==> src/rtl/bias_add_stage.sv <==
// bias_add_stage: adds a packed per-lane bias to each adder-tree result, saturates the sum
// to 18-bit signed and forwards it over valid/ready, tagging the last vector of each frame.
// Two-stage pipeline: S1 registers the 19-bit sums, S2 saturates and drives the outputs.
// Optional build macro BIAS_ADD_RELU_EN: clamp negative saturated results to zero in S2.
module bias_add_stage #(
    parameter int unsigned N_adder_tree = 16,
    parameter int unsigned FRAME_LEN    = 64
) (
    input  logic                       clk,
    input  logic                       rst,
    input  logic [N_adder_tree*18-1:0] bias_q,
    input  logic [N_adder_tree*18-1:0] in_data,
    input  logic                       in_valid,
    output logic                       in_ready,
    output logic [N_adder_tree*18-1:0] out_data,
    output logic                       out_valid,
    input  logic                       out_ready,
    output logic                       out_last,
    output logic [N_adder_tree-1:0]    sat_flag
);

    localparam int unsigned W = N_adder_tree * 18;
    localparam logic [15:0] LastIdx = 16'(FRAME_LEN - 1);

    logic                          s1_valid_q, s1_valid_d;
    logic [N_adder_tree-1:0][18:0] s1_sum_q, s1_sum_d;
    logic                          s1_last_q, s1_last_d;
    logic [15:0]                   cnt_q, cnt_d;
    logic                          out_valid_q, out_valid_d;
    logic [W-1:0]                  out_data_q, out_data_d;
    logic                          out_last_q, out_last_d;
    logic [N_adder_tree-1:0]       sat_q, sat_d;

    logic                          s2_advance;
    logic                          accept;
    logic [W-1:0]                  sat_data;
    logic [N_adder_tree-1:0]       sat_bits;

    // Handshake: a stage moves when the one after it is empty or draining this cycle.
    always_comb begin
        s2_advance = !out_valid_q || out_ready;
        in_ready   = !s1_valid_q || s2_advance;
        accept     = in_valid && in_ready;
    end

    // S1 next state: widen and add each lane, tag frame-last, step the frame counter.
    always_comb begin
        s1_valid_d = s1_valid_q;
        s1_sum_d   = s1_sum_q;
        s1_last_d  = s1_last_q;
        cnt_d      = cnt_q;
        if (in_ready) begin
            s1_valid_d = in_valid;
        end
        if (accept) begin
            for (int i = 0; i < int'(N_adder_tree); i++) begin
                s1_sum_d[i] = {in_data[18*i+17], in_data[18*i +: 18]}
                            + {bias_q[18*i+17], bias_q[18*i +: 18]};
            end
            s1_last_d = (cnt_q == LastIdx);
            cnt_d     = (cnt_q == LastIdx) ? 16'd0 : cnt_q + 16'd1;
        end
    end

    // Saturate each 19-bit sum; overflow shows as the top two bits disagreeing.
    always_comb begin
        sat_data = '0;
        sat_bits = '0;
        for (int i = 0; i < int'(N_adder_tree); i++) begin
            if (s1_sum_q[i][18] != s1_sum_q[i][17]) begin
                sat_bits[i]           = 1'b1;
                sat_data[18*i +: 18]  = s1_sum_q[i][18] ? 18'h20000 : 18'h1FFFF;
            end else begin
                sat_data[18*i +: 18]  = s1_sum_q[i][17:0];
            end
`ifdef BIAS_ADD_RELU_EN
            if (sat_data[18*i+17]) begin
                sat_data[18*i +: 18] = '0;
            end
`endif
        end
    end

    // S2 next state: load from S1 only when the output register is free or being taken.
    always_comb begin
        out_valid_d = out_valid_q;
        out_data_d  = out_data_q;
        out_last_d  = out_last_q;
        sat_d       = sat_q;
        if (s2_advance) begin
            out_valid_d = s1_valid_q;
            if (s1_valid_q) begin
                out_data_d = sat_data;
                out_last_d = s1_last_q;
                sat_d      = sat_bits;
            end
        end
    end

    // Pipeline and counter state with synchronous reset.
    always_ff @(posedge clk) begin
        if (rst) begin
            s1_valid_q  <= 1'b0;
            s1_sum_q    <= '0;
            s1_last_q   <= 1'b0;
            cnt_q       <= '0;
            out_valid_q <= 1'b0;
            out_data_q  <= '0;
            out_last_q  <= 1'b0;
            sat_q       <= '0;
        end else begin
            s1_valid_q  <= s1_valid_d;
            s1_sum_q    <= s1_sum_d;
            s1_last_q   <= s1_last_d;
            cnt_q       <= cnt_d;
            out_valid_q <= out_valid_d;
            out_data_q  <= out_data_d;
            out_last_q  <= out_last_d;
            sat_q       <= sat_d;
        end
    end

    assign out_valid = out_valid_q;
    assign out_data  = out_data_q;
    assign out_last  = out_last_q;
    assign sat_flag  = sat_q;

endmodule

==> config.mk <==
export PLATFORM = sky130hd
export DESIGN_NAME = bias_add_stage
export DESIGN_NICKNAME = d
export VERILOG_FILES = /design/src/rtl/bias_add_stage.sv
export SDC_FILE = /design/constraint.sdc
export NUM_CORES = 2
export LEC_CHECK = 0
export CAP_MARGIN = 20
export CORE_AREA = 5 5 346 348
export DETAILED_ROUTE_END_ITERATION = 8
export DIE_AREA = 0 0 351 353
export PLACE_DENSITY = 0.64
export SLEW_MARGIN = 20
export SYNTH_ARGS = -nofsm -noshare
export SYNTH_HDL_FRONTEND = slang
export SYNTH_SLANG_ARGS = --single-unit
==> constraint.sdc <==
create_clock -name clk -period 3.2 [get_ports clk]
set_clock_uncertainty 0.1 [all_clocks]
set_input_delay 0.64 -clock clk [delete_from_list [all_inputs] [get_ports clk]]
set_output_delay 0.64 -clock clk [all_outputs]
set_load 0.01 [all_outputs]
# After elaboration in Yosys (flattened, before gate mapping)
# Index checks and enable logic that the tools add are counted.
[op_classes] mux=49 eq_ne=17 n_reduce_logical=6 add_sub_neg=17
[ops] cell="2-to-1 mux 18 bit" count=32
[ops] cell="adder 18 x 18 -> 19 bit" count=16
[ops] cell="adder 16 x 1 -> 16 bit, second input constant" count=1
[ops] cell="equality test 16 x 6 -> 1 bit, second input constant" count=1
[ops] cell="2-to-1 mux 1 bit" count=16
[ops] cell="2-to-1 mux 16 bit" count=1
[ops] cell="inequality test 1 bit" count=16
[ops] cell="zero test 1 bit" count=2
[ops] cell="logical OR 1 bit" count=2
[ops] cell="AND reduction 2 bit" count=1
[ops] cell="logical AND 1 bit" count=1
[totals] inputBits=580 out_inout_bits=307 regBits=628

# Logic depth before layout (Yosys ltp)
[logic_depth] ltp_word=4 ltp_mapped=10

# Worst setup path after synthesis
# OpenSTA, ideal clock, no wires.
[synth_timing] path_type="in2reg" start="input port bias_q[36]" end="register s1_sum_q[54] (netlist name)" t_required_ns=2.978 path_buffers=0 cell_stages=10 path_slack_ns=0.422 arrival_ns=2.556 cell_sequence="ha_1 > inv_1 > fa_1 > nor2b_4 > o31a_1 > o31a_1 > or3_4 > a31oi_2 > nor4_1 > a311o_1"
[synth_between] elab_chain_cells=1
[synth_rtl] item="from (decl)" line_no="11" rtl="input logic [N_adder_tree*18-1:0] bias_q,"
[synth_rtl] item="adder 18 x 18 -> 19 bit" line_no="58" rtl="+ {bias_q[18*i+17], bias_q[18*i +: 18]};"
[synth_rtl] item="to (signal assigned)" line_no="113" rtl="s1_sum_q <= s1_sum_d;"
[synth_rtl] item="to (decl)" line_no="26" rtl="logic [N_adder_tree-1:0][18:0] s1_sum_q, s1_sum_d;"
# Every way passes these cells.
# A chain may end at the register's enable or synchronous reset.

# Worst setup path after layout
[layout_timing] start="input port out_ready" end="output port in_ready"
[layout_between] elab_chain_cells=2
[layout_rtl] item="from (decl)" line_no="17" rtl="input logic out_ready,"
[layout_rtl] item="logical OR 1 bit" line_no="41" rtl="s2_advance = !out_valid_q || out_ready;"
[layout_rtl] item="logical OR 1 bit" line_no="42" rtl="in_ready = !s1_valid_q || s2_advance;"
[layout_rtl] item="to (decl)" line_no="14" rtl="output logic in_ready,"
# Every way passes these cells.

==> results.py <==
metrics = {
    "drt": {
        "drc_errors": 0,
        "via_per_inst": 5.32,
        "wl_mm": 153,
        "avgRoutedWirePerCell_um": 21.6,
        "postRouteAntennaNets": 0,
        "vias": 37816,
        "firstDrtPassIters": 5,
        "dr.first_iter.drc_count": 2509,
    },
    "worst_hold_path": {
        "worstHoldPathCells": 2,
        "hold_path.class": "in -> reg",
        "worstHoldEndpoint": "s1_sum_q[128]",
        "hp-start": "rst",
    },
    "placed_design": {
        "place_inst": 6931,
        "dp_hpwl_mm": 119,
        "pre_cts_ws_ps": -281,
        "gp_congestion": 0.936,
        "numPortBuffers": 886,
    },
    "power_and_ir_drop": {
        "power_leakage_nw": 20.1,
        "power_density_mw_per_mm2": 498,
        "clock_power_share_pct": 37.4,
        "p_int_w": 0.0176,
        "seqPwrFrac_pct": 35.0,
        "power_switching_w": 0.00799,
        "p_sw_share_pct": 31.2,
        "max-vdd-ir-drop_uv": 337,
        "pwr-share-comb_pct": 27.6,
    },
    "timing": {
        "worst-slew-pin-transition_ps": 945,
        "setup_viol": 0,
        "period_share_pct": 87.9,
        "fmax_mhz": 356,
        "rsz0062_at_grt": "no",
        "hold_viol": 0,
        "layout_min_cycle_time_ps": 2810,
        "relSlewSlack_pct": 37.0,
        "slew_violations": 0,
        "setup_ws_ps": 388,
        "tns_ps": 0,
        "holdWs_ps": 204,
    },
    "floorplan": {
        "die_h_um": 353,
        "io-pin-count": 887,
        "initial_core_util_pct": 31.6,
        "dieArea_mm2": 0.124,
        "rows": 125,
        "die_x_um": 351,
        "core_region_area_mm2": 0.116,
    },
    "grt": {
        "grt_use_total_pct": 23.4,
        "overflow": 0,
        "grt-busiest-layer": "met2",
        "grt_max_degree": 155,
        "grt_pass1_vias": 36594,
        "grtUsageMet3_pct": 6.05,
        "antenna_found_initial": 48,
        "grtUsageMet1_pct": 30.0,
        "met2_usage_pct": 36.9,
        "grt_pass1_wl_mm": 225,
    },
    "critical_path": {
        "required_ps": 2460,
        "startpoint": "out_ready",
        "cp-end-kind": "primary output",
        "crit_path_cell_trace": "clkdlybuf4s50_1 > nand3b_1 > clkdlybuf4s50_1",
        "rrSetupSlack_ps": 840,
        "start_kind": "primary input",
        "crit_top_cell": "clkdlybuf4s50_1",
        "slowest_delay_ps": 730,
        "reg2reg_depth": 6,
        "crit_path_top_delay_cell": "clkdlybuf4s50_1",
        "worstReg2RegEnd": "out_data[284]",
        "path_class": "in -> out",
        "critical_path_arrival_ps": 2070,
        "crit_fanout": 4,
        "cp_num_buf_inv": 2,
        "cp_top_family": "buffers and inverters",
        "r2r_start": "s1_sum_q[302]",
    },
    "synth": {
        "synth_ff_type": "dfxtp_1",
        "seq_area_frac_synth_pct": 34.3,
        "syn_avg_cell_area_um2": 8.04,
        "synth_top_cell_by_area": "dfxtp_1",
        "ys_ff_latch": 628,
        "synthTopCellsByArea": "dfxtp_1, ha_1, a211oi_1, nor2_1, a21oi_1",
        "ys_types": 81,
        "synth-edff-count": 0,
        "yosys_warnings": 0,
        "synth_area_mm2": 0.0367,
        "syn-num-nets": 5478,
        "async_flop_share_pct": 0,
        "synth_top_area_share_pct": 34.3,
        "netlist_instances": 4561,
    },
    "clock_tree": {
        "cts_buffers": 78,
        "tritoncts": "built",
        "numClockSinks": 628,
        "clock_latency_ps": 640,
        "htreeDepth": 3,
        "cts-root-buf": "clkbuf_16",
        "cts_resized": 0,
        "postCtsSetupBuffers": 0,
        "clockBufferDepth": 3,
        "cts.reportedPaths.clkPinSlew_ps": 60,
        "postCtsHoldBufs": 0,
    },
    "layout": {
        "final_core_util_pct": 44.4,
        "multi_input_area_mm2": 0.0227,
        "layout_common_cells": "clkdlybuf4s50_1, dfxtp_1, nor2_1",
        "fillers": 11517,
        "seq_area_mm2": 0.0126,
        "layoutNonFillerInstCount": 7103,
        "drive_gt1_share_pct": 7.66,
        "layout_commonest_cell": "clkdlybuf4s50_1",
        "area_delta_synth_final_pct": 40.2,
        "layout.nets": 6404,
    },
    "outcome": {
        "status": "finished clean",
    },
    "flow_run": {
        "cap_viol_max_count": 0,
    },
}
==> cell families (layout without fill, tap and decap cells) <==
| logic type | Yosys count | in the layout | synth area share (%) |
|---|---|---|---|
| AOI/OAI and AO/OA | 1356 | 1356 | 24.7 |
| xor gates and xnor gates | 141 | 141 | 3.37 |
| adders and majority gates | 337 | 337 | 11.8 |
| buffers and inverters | 392 | 1380 | 4.04 |
| DFF | 628 | 628 | 34.3 |
| muxes | 12 | 12 | 0.328 |
| other | 0 | 30 | 0 |
| and+or+nand+nor | 1695 | 1695 | 21.5 |
==> cell usage after synthesis, types with 27 or more instances <==
cell type and n:
dfxtp_1 628, nor2_1 516, nand2_1 399, a21oi_1 367, nor3_1 353, a211oi_1 328, ha_1 321, clkbuf_1 250
o21ai_0 195, inv_1 119, nand3_1 117, o21a_1 83, xnor2_1 82, a21o_1 66, xor2_1 59, nand2b_1 52
and3_1 48, or3_1 42, nor2b_1 38, o21bai_1 28, a31oi_1 27
==> through the flow <==
stage | power, W | cell area [um2]
after detailed placement | 0.0161 | 48600
after global routing | 0.0268 | 51400
after global placement | 0.0161 | 48600
after CTS | 0.0258 | 51300
after floorplan | 0.0129 | 36700
final | 0.0256 | 51400
==> area by class of cell <==
type / count / area share, %
Clock inverter: 36 / 1.04
Tap cell: 1524 / 3.71
Antenna cell: 30 / 0.146
Timing Repair Buffer: 1119 / 21.3
Sequential cell: 628 / 24.5
Multi-Input combinational cell: 3541 / 44.1
Inverter: 119 / 0.874
Clock buffer: 106 / 4.33
==> sequential cells by signal (all words and copies together), names as in the netlist <==
signal and count:
sat_flag 16, out_valid 1, out_data 288, s1_last_q 1, out_last 1, s1_sum_q 304, s1_valid_q 1, cnt_q 16
==> per-layer routing <==
| metal | wire, um | vias to the layer above |
|---|---|---|
| li1 | - | 18528 |
| met1 | 65800 | 17753 |
| met2 | 68600 | 1214 |
| met3 | 11700 | 299 |
| met4 | 6890 | 22 |
| met5 | 139 | - |
==> how the worst max path moves through the flow <==
| stage | slack [ps] | depth (start not counted) | to |
|---|---|---|---|
| after floorplan | 420 | 10 | s1_sum_q[54] |
| after global placement | -230 | 11 | s1_sum_q[16] |
| after detailed placement | -280 | 11 | s1_sum_q[16] |
| after CTS | 400 | 3 | in_ready |
| after global routing | 250 | 11 | s1_sum_q[223] |
| final | 390 | 3 | in_ready |
==> power groups by stage <==
stage | clock network (W) | registers, W | logic [W]
after floorplan | 0 | 0.00914 | 0.00375
after global placement | 0 | 0.00911 | 0.00696
after detailed placement | 0 | 0.00913 | 0.00701
after CTS | 0.00977 | 0.00896 | 0.00706
after global routing | 0.0101 | 0.00904 | 0.00771
final | 0.00957 | 0.00897 | 0.00706
==> worst reg2reg max path, stage by stage, from the launching register on <==
cell	delay [ps]
dfxtp_1	370
inv_1	60
ha_1	910
nor2_1	140
buf_4	260
a211oi_1	310
nor3_1	70
Note: power is estimated with default switching activity, not from simulation.
